File: src/rtl/u_processor_pc_pkg.sv
// Shared definitions for u_processor_pc: opcodes, FSM states and the
// bit positions of the 16-bit instruction fields.
package proc_pkg;

  localparam logic [3:0] OP_NOP   = 4'h0;
  localparam logic [3:0] OP_LDI   = 4'h1;
  localparam logic [3:0] OP_LOAD  = 4'h2;
  localparam logic [3:0] OP_STORE = 4'h3;
  localparam logic [3:0] OP_ADD   = 4'h4;
  localparam logic [3:0] OP_SUB   = 4'h5;
  localparam logic [3:0] OP_MOVR  = 4'h6;
  localparam logic [3:0] OP_MOVA  = 4'h7;
  localparam logic [3:0] OP_JMP   = 4'h8;
  localparam logic [3:0] OP_JZ    = 4'h9;
  localparam logic [3:0] OP_HALT  = 4'hF;

  localparam int OP_LSB  = 12;
  localparam int RD_LSB  = 8;
  localparam int RS_LSB  = 4;
  localparam int IMM_LSB = 0;

  typedef enum logic [1:0] {
    ST_FETCH,
    ST_EXEC,
    ST_MEM,
    ST_HALTED
  } state_e;

  function automatic logic [3:0] instr_field(input logic [15:0] instr, input int lsb);
    return instr[lsb +: 4];
  endfunction

endpackage

File: src/rtl/u_processor_pc_if.sv
// Shared instruction/data memory port with a req/ack handshake; the processor
// is the master, the cache/memory subsystem the slave.
interface u_processor_pc_if #(
  parameter int DATA_W = 16,
  parameter int ADDR_W = 16
);

  logic              mem_req;
  logic              mem_we;
  logic [ADDR_W-1:0] mem_addr;
  logic [DATA_W-1:0] mem_wdata;
  logic [DATA_W-1:0] mem_rdata;
  logic              mem_ack;

  modport master (
    output mem_req,
    output mem_we,
    output mem_addr,
    output mem_wdata,
    input  mem_rdata,
    input  mem_ack
  );

  modport slave (
    input  mem_req,
    input  mem_we,
    input  mem_addr,
    input  mem_wdata,
    output mem_rdata,
    output mem_ack
  );

endinterface

File: src/rtl/u_processor_pc_regfile.sv
// General-purpose register file: R0 reads zero, indices at or above NUM_GPR
// read zero and ignore writes, so only NUM_GPR-1 registers hold state.
module proc_regfile #(
  parameter int DATA_W  = 16,
  parameter int NUM_GPR = 11
) (
  input  logic              clk_i,
  input  logic              rst_ni,
  input  logic              we_i,
  input  logic [3:0]        waddr_i,
  input  logic [DATA_W-1:0] wdata_i,
  input  logic [3:0]        raddr_i,
  output logic [DATA_W-1:0] rdata_o
);

  logic [DATA_W-1:0] regs [16];

  assign regs[0] = '0;

  for (genvar g = 1; g < 16; g++) begin : g_reg
    if (g < NUM_GPR) begin : g_real
      logic [DATA_W-1:0] reg_q;

      always_ff @(posedge clk_i or negedge rst_ni) begin
        if (!rst_ni) begin
          reg_q <= '0;
        end else if (we_i && (waddr_i == 4'(g))) begin
          reg_q <= wdata_i;
        end
      end

      assign regs[g] = reg_q;
    end else begin : g_absent
      assign regs[g] = '0;
    end
  end

  assign rdata_o = regs[raddr_i];

endmodule

File: src/rtl/u_processor_pc.sv
// Parametrised multicycle accumulator processor with a fetch/exec/mem FSM on a
// single req/ack memory port. Define U_PROCESSOR_PERF_CNT_EN for perf counters.
module u_processor_pc
  import proc_pkg::*;
#(
  parameter int DATA_W   = 16,
  parameter int ADDR_W   = 16,
  parameter int NUM_GPR  = 11,
  parameter int RESET_PC = 1
) (
  input  logic                clk_100,
  input  logic                rst_n,
  u_processor_pc_if.master    mem,
  output logic [15:0]         instruction,
  output logic [DATA_W-1:0]   acc,
  output logic                z,
  output logic                finished,
  output logic [31:0]         cycle_cnt,
  output logic [31:0]         retired_cnt
);

  state_e            state_q, state_d;
  logic [ADDR_W-1:0] pc_q, pc_d;
  logic [DATA_W-1:0] acc_q, acc_d;
  logic              z_q, z_d;
  logic [15:0]       ir_q, ir_d;

  logic [3:0]        op;
  logic [7:0]        imm8;
  logic [DATA_W-1:0] rs_val;
  logic              rf_we;
  logic              upd_z;
  logic              retire;
  logic              req;
  logic              we;
  logic [ADDR_W-1:0] addr;
  logic [DATA_W-1:0] wdata;

  assign op   = instr_field(ir_q, OP_LSB);
  assign imm8 = ir_q[IMM_LSB +: 8];

  proc_regfile #(
    .DATA_W  (DATA_W),
    .NUM_GPR (NUM_GPR)
  ) u_regfile (
    .clk_i   (clk_100),
    .rst_ni  (rst_n),
    .we_i    (rf_we),
    .waddr_i (instr_field(ir_q, RD_LSB)),
    .wdata_i (acc_q),
    .raddr_i (instr_field(ir_q, RS_LSB)),
    .rdata_o (rs_val)
  );

  always_ff @(posedge clk_100 or negedge rst_n) begin
    if (!rst_n) begin
      state_q <= ST_FETCH;
      pc_q    <= ADDR_W'(RESET_PC);
      acc_q   <= '0;
      z_q     <= 1'b0;
      ir_q    <= '0;
    end else begin
      state_q <= state_d;
      pc_q    <= pc_d;
      acc_q   <= acc_d;
      z_q     <= z_d;
      ir_q    <= ir_d;
    end
  end

  // Request outputs depend only on state and registered operands, so they stay
  // frozen for the whole wait on mem_ack.
  always_comb begin
    state_d  = state_q;
    pc_d     = pc_q;
    acc_d    = acc_q;
    z_d      = z_q;
    ir_d     = ir_q;
    rf_we    = 1'b0;
    upd_z    = 1'b0;
    retire   = 1'b0;
    req      = 1'b0;
    we       = 1'b0;
    addr     = pc_q;
    wdata    = '0;
    finished = 1'b0;

    unique case (state_q)
      ST_FETCH: begin
        req = 1'b1;
        if (mem.mem_ack) begin
          ir_d    = mem.mem_rdata[15:0];
          pc_d    = pc_q + ADDR_W'(1);
          state_d = ST_EXEC;
        end
      end

      ST_EXEC: begin
        state_d = ST_FETCH;
        retire  = 1'b1;
        case (op)
          OP_NOP: ;
          OP_LDI: begin
            acc_d = DATA_W'(imm8);
            upd_z = 1'b1;
          end
          OP_LOAD, OP_STORE: begin
            state_d = ST_MEM;
            retire  = 1'b0;
          end
          OP_ADD: begin
            acc_d = acc_q + rs_val;
            upd_z = 1'b1;
          end
          OP_SUB: begin
            acc_d = acc_q - rs_val;
            upd_z = 1'b1;
          end
          OP_MOVR: rf_we = 1'b1;
          OP_MOVA: begin
            acc_d = rs_val;
            upd_z = 1'b1;
          end
          OP_JMP: pc_d = ADDR_W'(imm8);
          OP_JZ: begin
            if (z_q) begin
              pc_d = ADDR_W'(imm8);
            end
          end
          OP_HALT: state_d = ST_HALTED;
          default: ;
        endcase
      end

      ST_MEM: begin
        req  = 1'b1;
        we   = (op == OP_STORE);
        addr = rs_val[ADDR_W-1:0];
        if (op == OP_STORE) begin
          wdata = acc_q;
        end
        if (mem.mem_ack) begin
          if (op == OP_LOAD) begin
            acc_d = mem.mem_rdata;
            upd_z = 1'b1;
          end
          state_d = ST_FETCH;
          retire  = 1'b1;
        end
      end

      ST_HALTED: finished = 1'b1;

      default: state_d = ST_FETCH;
    endcase

    if (upd_z) begin
      z_d = (acc_d == '0);
    end
  end

  // Gating with rst_n abandons an in-flight access the moment reset asserts.
  assign mem.mem_req   = req & rst_n;
  assign mem.mem_we    = we & rst_n;
  assign mem.mem_addr  = addr;
  assign mem.mem_wdata = wdata;

  assign instruction = ir_q;
  assign acc         = acc_q;
  assign z           = z_q;

`ifdef U_PROCESSOR_PERF_CNT_EN
  logic [31:0] cycle_cnt_q;
  logic [31:0] retired_cnt_q;

  // Both counters saturate rather than wrap so long runs never read as short ones.
  always_ff @(posedge clk_100 or negedge rst_n) begin
    if (!rst_n) begin
      cycle_cnt_q   <= '0;
      retired_cnt_q <= '0;
    end else begin
      if ((state_q != ST_HALTED) && (cycle_cnt_q != 32'hFFFF_FFFF)) begin
        cycle_cnt_q <= cycle_cnt_q + 32'd1;
      end
      if (retire && (retired_cnt_q != 32'hFFFF_FFFF)) begin
        retired_cnt_q <= retired_cnt_q + 32'd1;
      end
    end
  end

  assign cycle_cnt   = cycle_cnt_q;
  assign retired_cnt = retired_cnt_q;
`else
  logic unused_retire;
  assign unused_retire = retire;
  assign cycle_cnt     = '0;
  assign retired_cnt   = '0;
`endif

endmodule
File: src/flat_wrapper.sv
// flat-port wrapper written by rule: the top's interface ports become plain ports
module u_processor_pc_flat import proc_pkg::*;
#(
  parameter int DATA_W   = 16,
  parameter int ADDR_W   = 16,
  parameter int NUM_GPR  = 11,
  parameter int RESET_PC = 1
)
  (clk_100, rst_n, instruction, acc, z, finished, cycle_cnt, retired_cnt, mem_mem_req, mem_mem_we, mem_mem_addr, mem_mem_wdata, mem_mem_rdata, mem_mem_ack);
  u_processor_pc_if #(.DATA_W(DATA_W), .ADDR_W(ADDR_W)) mem_i ();
  input  logic clk_100;
  input  logic rst_n;
  output logic [15:0] instruction;
  output logic [DATA_W-1:0] acc;
  output logic z;
  output logic finished;
  output logic [31:0] cycle_cnt;
  output logic [31:0] retired_cnt;
  output wire logic [$bits(mem_i.mem_req)-1:0] mem_mem_req;
  output wire logic [$bits(mem_i.mem_we)-1:0] mem_mem_we;
  output wire logic [$bits(mem_i.mem_addr)-1:0] mem_mem_addr;
  output wire logic [$bits(mem_i.mem_wdata)-1:0] mem_mem_wdata;
  input wire logic [$bits(mem_i.mem_rdata)-1:0] mem_mem_rdata;
  input wire logic [$bits(mem_i.mem_ack)-1:0] mem_mem_ack;
  assign mem_mem_req = mem_i.mem_req;
  assign mem_mem_we = mem_i.mem_we;
  assign mem_mem_addr = mem_i.mem_addr;
  assign mem_mem_wdata = mem_i.mem_wdata;
  assign mem_i.mem_rdata = mem_mem_rdata;
  assign mem_i.mem_ack = mem_mem_ack;
  u_processor_pc #(.DATA_W(DATA_W), .ADDR_W(ADDR_W), .NUM_GPR(NUM_GPR), .RESET_PC(RESET_PC)) u_core (.clk_100(clk_100), .rst_n(rst_n), .mem(mem_i), .instruction(instruction), .acc(acc), .z(z), .finished(finished), .cycle_cnt(cycle_cnt), .retired_cnt(retired_cnt));
endmodule
File: config.mk
export PLATFORM = sky130hd
export DESIGN_NAME = u_processor_pc_flat
export DESIGN_NICKNAME = d
export VERILOG_FILES = /design/src/rtl/u_processor_pc_pkg.sv /design/src/rtl/u_processor_pc_if.sv /design/src/rtl/u_processor_pc_regfile.sv /design/src/rtl/u_processor_pc.sv /design/src/flat_wrapper.sv
export SDC_FILE = /design/constraint.sdc
export NUM_CORES = 1
export LEC_CHECK = 0
export CAP_MARGIN = 10
export CORE_MARGIN = 2
export CORE_UTILIZATION = 45
export DETAILED_ROUTE_END_ITERATION = 7
export PLACE_DENSITY = 0.72
export SETUP_SLACK_MARGIN = 0.5
export SYNTH_ARGS = -nofsm -noshare
export SYNTH_HDL_FRONTEND = slang
export SYNTH_SLANG_ARGS = --single-unit
File: constraint.sdc
create_clock -name clk_100 -period 10.2 [get_ports clk_100]
set_input_delay 2.55 -clock clk_100 [delete_from_list [all_inputs] [get_ports clk_100]]
set_output_delay 2.55 -clock clk_100 [all_outputs]
set_load 0.05 [all_outputs]
==> impl_metrics.tcl <==
set metrics [dict create \
    status "finished, final reports clean" \
    finalSetupViolations 0 \
    yosys_warnings 0 \
    grt_setup_unrepaired "no" \
    synth_cell_types 81 \
    io_pins 151 \
    die_y_um 172 \
    critical_path_class "register to primary output" \
    die-area_mm2 0.0297 \
    via_per_inst 5.96 \
    synthCells 1244 \
    drc 0 \
    area_delta_synth_final_pct 13.9 \
    cts_setup_buffers 0 \
    finalPower_uw 4930 \
    wl_per_cell_um 22.0 \
    postCtsResizedCells 0 \
    chipWidth_um 172 \
    power_density_mw_per_mm2 340 \
    synth_xor_area_share_pct 1.58 \
    cts.sinks 211 \
    firstDrtPassIters 7 \
    synthArstFlopShare_pct 100 \
    cts_tree "yes" \
    cts_made_buffers 24 \
    cts_hold_buf 0 \
    path_cells "buf_4, nor2b_1, a221oi_1, o32a_1, a21oi_1, clkdlybuf4s50_1" \
    initial_core_util_pct 45.7 \
    worst_setup_path_start_kind "register" \
    multi_input_area_mm2 0.00678 \
    power_frac_seq_pct 25.1 \
    p_leak_uw 0.00667 \
    hold_viol_final 0 \
    max-clock-path-buffers 3 \
    synth_common_cells "dfrtp_1, mux2_2, nand2_1" \
    rr_worst_depth 17 \
    dp_cells 1652 \
    cts_root_buffer "clkbuf_16" \
    synthesis.area_mm2 0.0127 \
    critPathSlowestCell "dfrtp_4" \
    synth_ff_type "dfrtp_1" \
    rows 61 \
    synth.area.mux_share_pct 20.0 \
    tightest_slew_ns 1.05 \
    synth_top_family_by_area "multiplexers" \
    worstPathRequired_ns 7.65 \
    fin_hold_ws_ns 0.481 \
    grt_pass1_wl_um 57700 \
    fin_cells 1695 \
    max_freq_mhz 141 \
    synth-compound-area-share_pct 14.7 \
    synth_most_common_cell "dfrtp_1" \
    path_max_fanout 37 \
    synthAdderAreaFrac_pct 2.22 \
    p_sw_uw 2380 \
    grt_max_degree 87 \
    netSwitchingFraction_pct 48.4 \
    synth-seq-cells 211 \
    grt_antenna_before_repair 0 \
    worstHoldPathCells 2 \
    finalCritPeriodShare_pct 69.4 \
    pwr-share-clk_pct 17.9 \
    ant_nets 0 \
    fin_skew_ns 0.0128 \
    insertion_delay_ns 0.52 \
    hpwl_um 26200 \
    layout-drive-gt1-share_pct 19.4 \
    synthTopCellsByArea "dfrtp_1, mux2_2, buf_4" \
    synth.top_cell.area_share_pct 41.3 \
    critical_path.max_stage_delay_ns 0.82 \
    yosysSeqAreaShare_pct 41.5 \
    first_iter_violations 877 \
    diodes 0 \
    worst-path-stages 6 \
    grt_pass1_vias 9771 \
    gp_routability_congestion 1.01 \
    crit_arrival_ns 4.53 \
    synth_top_cell_by_area "dfrtp_1" \
    fill_cells 2490 \
    synth-simple-area-share_pct 12.8 \
    cts.clk_slew.worst_paths_ns 0.06 \
    crit_buf_inv 2 \
    fin_tns_setup_ns 0 \
    max_cap_violations 0 \
    io_buffers 86 \
    hp-class "register to register" \
    critPathTopFamily "buffers and inverters" \
    overflow 0 \
    ir_drop_mv 0.178 \
    routed_wl_um 37300 \
    nNetsFinal 1341 \
    vias 10100 \
    core_region_area_mm2 0.0279 \
    endpoint_kind "primary output" \
    seq_area_mm2 0.00529 \
    htree_num_levels 1 \
    grtUsageTotal_pct 25.4 \
    synth_edf_count 0 \
    syn_avg_cell_area_um2 10.2 \
    period_needed_ns 7.08 \
    drv_slew 0 \
    p_comb_share_pct 56.9 \
    internal_power_uw 2550 \
    relSlewSlack_pct 30.2 \
]
-- area by class of cell --
cell class | count | share of cell area [%]
multi-input combinational | 926 | 46.8
sequential | 211 | 36.4
timing repair buffer | 111 | 7.25
clock buffer | 38 | 5.06
tap | 378 | 3.26
inverter | 26 | 0.673
clock inverter | 5 | 0.561
-- registers in the layout (all words and copies together) (netlist names) --
name / cells
u_core.acc: 16
u_core.instruction: 16
u_core.pc_q: 16
u_core.state_q: 2
u_core.u_regfile.g.g_real.reg_q: 160
u_core.z: 1
-- per-stage QoR --
stage	utilization, %	instance area [µm²]	setup slack [ns]
floorplan	-	13000	4.63
global placement	49.1	13700	3.59
detailed placement	49.1	13700	3.58
CTS	52.1	14500	3.11
global route	52.1	14500	2.83
finish	52.1	14500	3.12
-- metal layers --
layer | part of all wire [%] | up-vias | GRT usage, %
met5 | 0 | - | 0
met4 | 4.1 | 0 | 9.68
met3 | 7.0 | 88 | 3.46
met2 | 45 | 432 | 41.3
met1 | 43 | 5014 | 34.5
li1 | - | 4560 | -
-- power by group through the flow --
stage	clock network, µW	logic [µW]	registers [µW]
2_1_floorplan	0	1890	1320
3_3_place_gp	0	2720	1240
3_5_place_dp	0	2740	1250
4_1_cts	898	2760	1230
5_1_grt	931	3020	1260
6_report	885	2810	1240
-- kinds of logic after synthesis --
kind of cell | count (synthesis)
AOI/OAI and AO/OA | 271
other | 1
muxes | 226
buffers and inverters | 170
xor gates and xnor gates | 23
adders and majority gates | 22
and+or+nand+nor | 320
DFF | 211
-- final timing paths --
path                                                           start                                        end  slack, ns
hold / removal             u_core.u_regfile.g_reg[9].g_real.reg_q[1]  u_core.u_regfile.g_reg[9].g_real.reg_q[1]       0.48
min in group asynchronous                                      rst_n                      u_core.instruction[1]       2.02
setup reg to reg                               u_core.instruction[4]                                   u_core.z       3.75
hold reg to reg            u_core.u_regfile.g_reg[9].g_real.reg_q[1]  u_core.u_regfile.g_reg[9].g_real.reg_q[1]       0.48
setup / recovery                               u_core.instruction[4]                           mem_mem_addr[13]       3.12
max in group asynchronous                                      rst_n  u_core.u_regfile.g_reg[1].g_real.reg_q[8]       5.88
-- worst register-to-register path: cells and delay by family, from the launching register on --
kind | cells | cell delay, ns
flip-flops | 1 | 0.82
AO/OA/AOI/OAI | 7 | 2.03
AND/OR/NAND/NOR | 7 | 2.06
adder cells (fa/ha/maj) | 2 | 0.79
buffers and inverters | 1 | 0.66
-- placed cells by master (no fill, tap or decap), drive strengths merged, types with 7 or more instances in the layout --
cell	synthesis	final
nor2b	12	12
o21ai	62	62
o2bb2ai	9	9
a21o	8	8
xor2	13	13
dfrtp	210	210
clkbuf	66	39
or3	8	8
and2	25	25
conb	1	64
nor2	80	80
mux2	175	175
a31oi	11	11
mux2i	47	47
inv	23	23
nand3	27	27
nand4	10	10
a221oi	11	11
xnor2	10	10
a221o	10	10
nand2	82	82
clkdlybuf4s50	0	85
buf	78	25
a22o	9	9
a22oi	14	14
nand2b	7	7
a211oi	7	7
a21oi	60	60
nor4b	8	8
nor3	26	26
ha	21	21
and3	11	11
o21a	8	8
Note: power is estimated with default switching activity, not from simulation.
